===== config.mk =====
export PLATFORM = sky130hd
export DESIGN_NAME = param_pattern_generator
export DESIGN_NICKNAME = d
export VERILOG_FILES = /design/src/rtl/param_pattern_generator.sv
export SDC_FILE = /design/constraint.sdc
export NUM_CORES = 1
export LEC_CHECK = 0
export ABC_AREA = 0
export CORE_ASPECT_RATIO = 0.9
export CORE_MARGIN = 3
export CORE_UTILIZATION = 30
export CTS_BUF_LIST = sky130_fd_sc_hd__clkbuf_8
export DETAILED_ROUTE_END_ITERATION = 8
export DONT_BUFFER_PORTS = 1
export GPL_ROUTABILITY_DRIVEN = 0
export GPL_TIMING_DRIVEN = 0
export MAX_ROUTING_LAYER = met4
export PLACE_DENSITY = 0.45
export SLEW_MARGIN = 5
export SYNTH_ARGS = -nofsm -noshare
export SYNTH_HDL_FRONTEND = slang
export SYNTH_SLANG_ARGS = --single-unit

===== constraint.sdc =====
create_clock -name clock -period 3.98 [get_ports clock]
set_input_delay 0.199 -clock clock [delete_from_list [all_inputs] [get_ports clock]]
set_output_delay 0.199 -clock clock [all_outputs]
set_load 0.02 [all_outputs]

===== src/rtl/param_pattern_generator.sv =====
// Parameterised video test-pattern source (checker, colour bars, solid, grey ramp)
// streaming one pixel per valid/ready transfer with frame and line markers.
module param_pattern_generator #(
  parameter int          H_ACTIVE = 800,
  parameter int          V_ACTIVE = 600,
  parameter int          TILE_W   = 64,
  parameter int          TILE_H   = 32,
  parameter logic [23:0] COLOR_A  = 24'hFF33FF,
  parameter logic [23:0] COLOR_B  = 24'hFF3333,
  parameter logic [23:0] COLOR_C  = 24'h0065D9,
  parameter logic [23:0] COLOR_D  = 24'h62D900
) (
  input  logic        clock,
  input  logic        reset_n,
  input  logic        Enable,
  input  logic [1:0]  Mode,
  input  logic [23:0] SolidColor,
  input  logic        VideoReady,
  output logic        VideoValid,
  output logic [23:0] Video,
  output logic        StartOfFrame,
  output logic        EndOfLine,
  output logic [15:0] FrameCount
);

  localparam int XW    = ($clog2(H_ACTIVE) > 8) ? $clog2(H_ACTIVE) : 8;
  localparam int YW    = (V_ACTIVE > 1) ? $clog2(V_ACTIVE) : 1;
  localparam int TXW   = (TILE_W > 1) ? $clog2(TILE_W) : 1;
  localparam int TYW   = (TILE_H > 1) ? $clog2(TILE_H) : 1;
  localparam int BAR_W = H_ACTIVE / 8;

  localparam logic [XW-1:0]  X_LAST   = XW'(H_ACTIVE - 1);
  localparam logic [YW-1:0]  Y_LAST   = YW'(V_ACTIVE - 1);
  localparam logic [TXW-1:0] TX_LAST  = TXW'(TILE_W - 1);
  localparam logic [TYW-1:0] TY_LAST  = TYW'(TILE_H - 1);
  localparam logic [XW-1:0]  BAR_LAST = XW'(BAR_W - 1);

  typedef enum logic {ST_IDLE, ST_RUN} state_e;
  typedef enum logic [1:0] {MODE_CHECKER, MODE_BARS, MODE_SOLID, MODE_RAMP} mode_e;

  function automatic logic [23:0] bar_color(input logic [2:0] idx);
    case (idx)
      3'd0:    bar_color = 24'hFFFFFF;
      3'd1:    bar_color = 24'hFFFF00;
      3'd2:    bar_color = 24'h00FFFF;
      3'd3:    bar_color = 24'h00FF00;
      3'd4:    bar_color = 24'hFF00FF;
      3'd5:    bar_color = 24'hFF0000;
      3'd6:    bar_color = 24'h0000FF;
      default: bar_color = 24'h000000;
    endcase
  endfunction

  function automatic logic [23:0] pixel_color(input mode_e md, input logic [23:0] solid,
                                              input logic [7:0] ramp, input logic trow,
                                              input logic tcol, input logic [2:0] bar);
    case (md)
      MODE_CHECKER: begin
        case ({trow, tcol})
          2'b00:   pixel_color = COLOR_A;
          2'b01:   pixel_color = COLOR_B;
          2'b10:   pixel_color = COLOR_C;
          default: pixel_color = COLOR_D;
        endcase
      end
      MODE_BARS:  pixel_color = bar_color(bar);
      MODE_SOLID: pixel_color = solid;
      default:    pixel_color = {ramp, ramp, ramp};
    endcase
  endfunction

  // Reset asserts immediately but releases two clock edges later, so no flop
  // sees a reset edge racing its clock.
  logic [1:0] rst_sync_q;
  logic       rst_int_n;

  always_ff @(posedge clock or negedge reset_n) begin
    if (!reset_n) rst_sync_q <= 2'b00;
    else          rst_sync_q <= {rst_sync_q[0], 1'b1};
  end

  assign rst_int_n = rst_sync_q[1];

  state_e         state_q, state_d;
  mode_e          mode_q, mode_d;
  logic [23:0]    solid_q, solid_d;
  logic [XW-1:0]  x_q, x_d, bc_q, bc_d;
  logic [YW-1:0]  y_q, y_d;
  logic [TXW-1:0] tx_q, tx_d;
  logic [TYW-1:0] ty_q, ty_d;
  logic           tcol_q, tcol_d, trow_q, trow_d;
  logic [2:0]     bi_q, bi_d;
  logic [15:0]    frame_q, frame_d;
  logic           valid_q, valid_d, sof_q, sof_d, eol_q, eol_d;
  logic [23:0]    video_q, video_d;
  logic           transfer, line_end, frame_end;

  assign transfer  = valid_q && VideoReady;
  assign line_end  = (x_q == X_LAST);
  assign frame_end = line_end && (y_q == Y_LAST);

  always_comb begin
    // NOTE: every next-state signal takes its held value first so no path can infer a latch.
    state_d = state_q;
    mode_d  = mode_q;
    solid_d = solid_q;
    x_d     = x_q;
    y_d     = y_q;
    tx_d    = tx_q;
    ty_d    = ty_q;
    tcol_d  = tcol_q;
    trow_d  = trow_q;
    bc_d    = bc_q;
    bi_d    = bi_q;
    frame_d = frame_q;
    valid_d = valid_q;

    case (state_q)
      ST_IDLE: begin
        if (Enable) begin
          state_d = ST_RUN;
          mode_d  = mode_e'(Mode);
          solid_d = SolidColor;
          x_d     = '0;
          y_d     = '0;
          tx_d    = '0;
          ty_d    = '0;
          tcol_d  = 1'b0;
          trow_d  = 1'b0;
          bc_d    = '0;
          bi_d    = 3'd0;
          valid_d = 1'b1;
        end
      end
      default: begin
        if (transfer) begin
          if (line_end) begin
            x_d    = '0;
            tx_d   = '0;
            tcol_d = 1'b0;
            bc_d   = '0;
            bi_d   = 3'd0;
            if (frame_end) begin
              y_d     = '0;
              ty_d    = '0;
              trow_d  = 1'b0;
              frame_d = frame_q + 16'd1;
              mode_d  = mode_e'(Mode);
              solid_d = SolidColor;
              if (!Enable) begin
                state_d = ST_IDLE;
                valid_d = 1'b0;
              end
            end else begin
              y_d = y_q + 1'b1;
              if (ty_q == TY_LAST) begin
                ty_d   = '0;
                trow_d = ~trow_q;
              end else begin
                ty_d = ty_q + 1'b1;
              end
            end
          end else begin
            x_d = x_q + 1'b1;
            if (tx_q == TX_LAST) begin
              tx_d   = '0;
              tcol_d = ~tcol_q;
            end else begin
              tx_d = tx_q + 1'b1;
            end
            // The last bar absorbs the remainder of H_ACTIVE/8.
            if (bi_q != 3'd7) begin
              if (bc_q == BAR_LAST) begin
                bc_d = '0;
                bi_d = bi_q + 3'd1;
              end else begin
                bc_d = bc_q + 1'b1;
              end
            end
          end
        end
      end
    endcase

    if (valid_d) begin
      video_d = pixel_color(mode_d, solid_d, x_d[7:0], trow_d, tcol_d, bi_d);
      sof_d   = (x_d == '0) && (y_d == '0);
      eol_d   = (x_d == X_LAST);
    end else begin
      video_d = 24'h000000;
      sof_d   = 1'b0;
      eol_d   = 1'b0;
    end
  end

  always_ff @(posedge clock or negedge rst_int_n) begin
    if (!rst_int_n) begin
      state_q <= ST_IDLE;
      mode_q  <= MODE_CHECKER;
      solid_q <= 24'h000000;
      x_q     <= '0;
      y_q     <= '0;
      tx_q    <= '0;
      ty_q    <= '0;
      tcol_q  <= 1'b0;
      trow_q  <= 1'b0;
      bc_q    <= '0;
      bi_q    <= 3'd0;
      frame_q <= 16'd0;
      valid_q <= 1'b0;
      video_q <= 24'h000000;
      sof_q   <= 1'b0;
      eol_q   <= 1'b0;
    end else begin
      // NOTE: non-blocking so every register samples the pre-edge values of the others.
      state_q <= state_d;
      mode_q  <= mode_d;
      solid_q <= solid_d;
      x_q     <= x_d;
      y_q     <= y_d;
      tx_q    <= tx_d;
      ty_q    <= ty_d;
      tcol_q  <= tcol_d;
      trow_q  <= trow_d;
      bc_q    <= bc_d;
      bi_q    <= bi_d;
      frame_q <= frame_d;
      valid_q <= valid_d;
      video_q <= video_d;
      sof_q   <= sof_d;
      eol_q   <= eol_d;
    end
  end

  assign VideoValid   = valid_q;
  assign Video        = video_q;
  assign StartOfFrame = sof_q;
  assign EndOfLine    = eol_q;
  assign FrameCount   = frame_q;

endmodule


==> impl_results.md <==
- Final setup fails: 0
- Worst Path Arrival: 3.99 ns
- Fin area: 0.006538 sq mm
- Die area: 0.02021 sq mm
- Max IR drop VDD: 212.1 uV
- Row cnt: 46
- 1st-pass router iterations: 5
- Die X: 149.5 um
- Max_slew headroom: 0.3551
- Fin crit period: 3.643 ns
- Clk sink count: 118
- Pin count of the biggest net entering global routing: 69
- Grt met2 use: 0.2206
- Register area: 0.002957 sq mm
- Antenna Violating Nets Remaining: 0
- Layout overhead on the synthesized area: 17.57%
- Register area share after synthesis: 0.5311
- Filler cells: 1,795
- Max incr delay on CP: 0.68 ns
- Top FF cell, synth: dfrtp_1
- Total negative setup slack: 0 ns
- Static Leak: 2.910 nW
- CP max-delay cell: o21ai_0
- RSZ-0062 raised after global routing: no
- Post-Place Worst Slack: 0.3772 ns
- Tcrit/Tclk final: 0.9152
- HPWL Detailed: 10,390 um
- Share of cells above drive strength 1: 0.1402
- Clock Latency Late Sink: 0.45 ns
- Cell Pwr Density: 430.6 mW/mm^2
- MaxCap Viol Count: 0
- GRT busiest layer: met2
- Syn Inst Count: 532
- Crit Path Category: reg2reg
- Number of diodes: 0
- H-tree Lvls: 4
- Cell accounting for the most synthesized area: dfrtp_1
- Status: finished, final reports clean
- CTS tree: done
- Final #Nets: 618
- DR iter-0 viols: 230
- Final Worst Setup Slack: 0.3375 ns
- Post-synth EDFFs: 0
- Met1 Usage GRT: 0.2034
- Syn nets: 571
- Crit-path cells: or4b_1 > buf_6 > nor3_4 > a31oi_1 > buf_2 > mux2i_1 > inv_1 > nand2_1 > o21ai_0 > o21ba_2
- Via count: 4,311
- Final Hold Viols: 0
- Multi-input logic area: 0.002485 sq mm
- Gr usage total: 0.1500
- Yosys cell types: 66
- Worst Path Required: 4.32 ns
- Worst-path maximum fanout: 10
- CTS resizes: 0
- Synth top area cells: dfrtp_1 (53%), mux2_2 (5.5%), o21ai_0 (4.3%)
- CTS root buffer: clkbuf_8
- Mapped Avg Cell Area: 10.45 sq um
- Worst min path class: in2reg
- M3 GR Usage: 0.04550
- Async S/R FF share, synth: 1.000
- Global route total overflow: 0
- # IOs: 73
- Maximum achievable frequency: 274.5 MHz
- Clk pin slew, worst setup/hold paths: 0.08 ns
- DRC Markers: 0
- Die H: 135.2 um
- Vias in the first global route: 4,320
- Post-DP Area: 0.005892 sq mm
- Worst Setup Start Kind: flip-flop
- Num CTS Buffers: 17
- Commonest cells in the netlist: dfrtp_1 (118), nand2_1 (60), o21ai_0 (48)
- Global-route wire length before repair: 23,090 um
- CP bufs+invs: 3
- Final wirelength: 14,490 um
- Worst Skew: 0.01056 ns
- Count leader, synth: dfrtp_1
- Routed WL per cell: 17.41 um
- Synthesized flop and latch total: 118
- Worst-margin pin slew: 0.9586 ns
- Cell Area, Synth: 0.005560 sq mm
- Setup Buffers After CTS: 0
- Yosys top cell area share: 0.5311
- Final Util: 0.3652
- Top delay family on crit path: compound AO/OA/AOI/OAI gates
- Syn. warnings: 0
- Initial core utilization: 0.3106
- IO Port Bufs: 0
- Core area: 0.01790 sq mm
- DR vias/cell: 5.181
- CTS Buffer Depth: 2
- Worst setup EP type: flip-flop
- Final Max Tran Viols: 0
- Initial antenna violation count: 0
==> worst paths after layout <==
check                      cells after the start           from          end  slack [ns]
max                                           10         x_q[5]     Video[5]        0.34
min                                            2        Mode[0]    mode_q[0]        0.11
max reg2reg                                   10         x_q[5]     Video[5]        0.34
min reg2reg                                    0  rst_sync_q[1]  solid_q[10]        0.36
max in group asynchronous                      1  rst_sync_q[1]       y_q[3]        2.84
min in group asynchronous                      0  rst_sync_q[1]  solid_q[10]        0.36
==> flip-flops by register name, summed over array words and instances (netlist names) <==
name / cells
tcol_q: 1
ty_q: 5
trow_q: 1
Video: 24
VideoValid: 1
state_q: 1
FrameCount: 16
mode_q: 2
rst_sync_q: 2
solid_q: 24
y_q: 10
StartOfFrame: 1
bi_q: 3
tx_q: 6
bc_q: 10
x_q: 10
EndOfLine: 1
==> power breakdown <==
part | internal (W) | switching [W] | leakage [nW]
clock network | 0.000513 | 0.000525 | 0.182
logic | 0.000141 | 0.000203 | 1.20
registers | 0.00130 | 0.000133 | 1.53
==> cell type report <==
cell class	instances	area share
plain buffers	16	0.01129
inverters	13	0.007464
repair buffers	28	0.04555
well taps	240	0.04593
clock buffers	18	0.03789
multi-input cells	385	0.3801
flip-flops and latches	118	0.4522
clock inverters	14	0.01952
==> cell usage in the layout (no fill, tap or decap), types with 5 or more instances in the layout <==
| cell | count |
|---|---|
| dfrtp_1 | 117 |
| nand2_1 | 60 |
| o21ai_0 | 48 |
| nand3_1 | 31 |
| a21oi_1 | 29 |
| mux2_2 | 27 |
| dlygate4sd3_1 | 27 |
| nor2_1 | 24 |
| clkbuf_8 | 18 |
| xnor2_1 | 15 |
| nand4_1 | 14 |
| a31oi_1 | 14 |
| inv_1 | 13 |
| and3_1 | 12 |
| ha_1 | 9 |
| clkbuf_1 | 8 |
| nand2b_1 | 8 |
| nor4_1 | 7 |
| o31ai_1 | 7 |
| or3_1 | 5 |
| nor3_1 | 5 |
| nor2b_1 | 5 |
| mux2i_1 | 5 |
| xor2_1 | 5 |
==> layer usage <==
| metal | vias up | part of all wire | wire length (um) |
|---|---|---|---|
| met5 | - | 0 | 0 |
| met4 | 0 | 0.0084 | 122 |
| met3 | 12 | 0.051 | 741 |
| met2 | 104 | 0.46 | 6695 |
| met1 | 2154 | 0.48 | 6926 |
| li1 | 2041 | - | - |
==> cells by family after synthesis <==
kind of cell / count (synthesis) / synth area share
AOI/OAI and AO/OA: 129 / 0.1456
and+or+nand+nor: 194 / 0.1852
DFF: 118 / 0.5311
muxes: 32 / 0.06368
buffers and inverters: 29 / 0.02205
other: 1 / 0.0006744
adders and majority gates: 9 / 0.02025
xor gates and xnor gates: 20 / 0.03150
==> what timing repair did <==
item / in CTS / in global routing
endpoints found under the hold margin: 27 / 0
hold buffers: 27 / 0
setup endpoints to repair: 0 / 0
==> metrics by stage <==
step,instances,hold slack (ns),power (W)
2_1_floorplan,532,-0.09659,0.001663
3_3_place_gp,772,-0.09651,0.001771
3_5_place_dp,773,-0.09651,0.001778
4_1_cts,832,0.07152,0.002851
5_1_grt,832,0.1037,0.002965
6_report,832,0.1087,0.002815
Note: power is estimated with default switching activity, not from simulation.
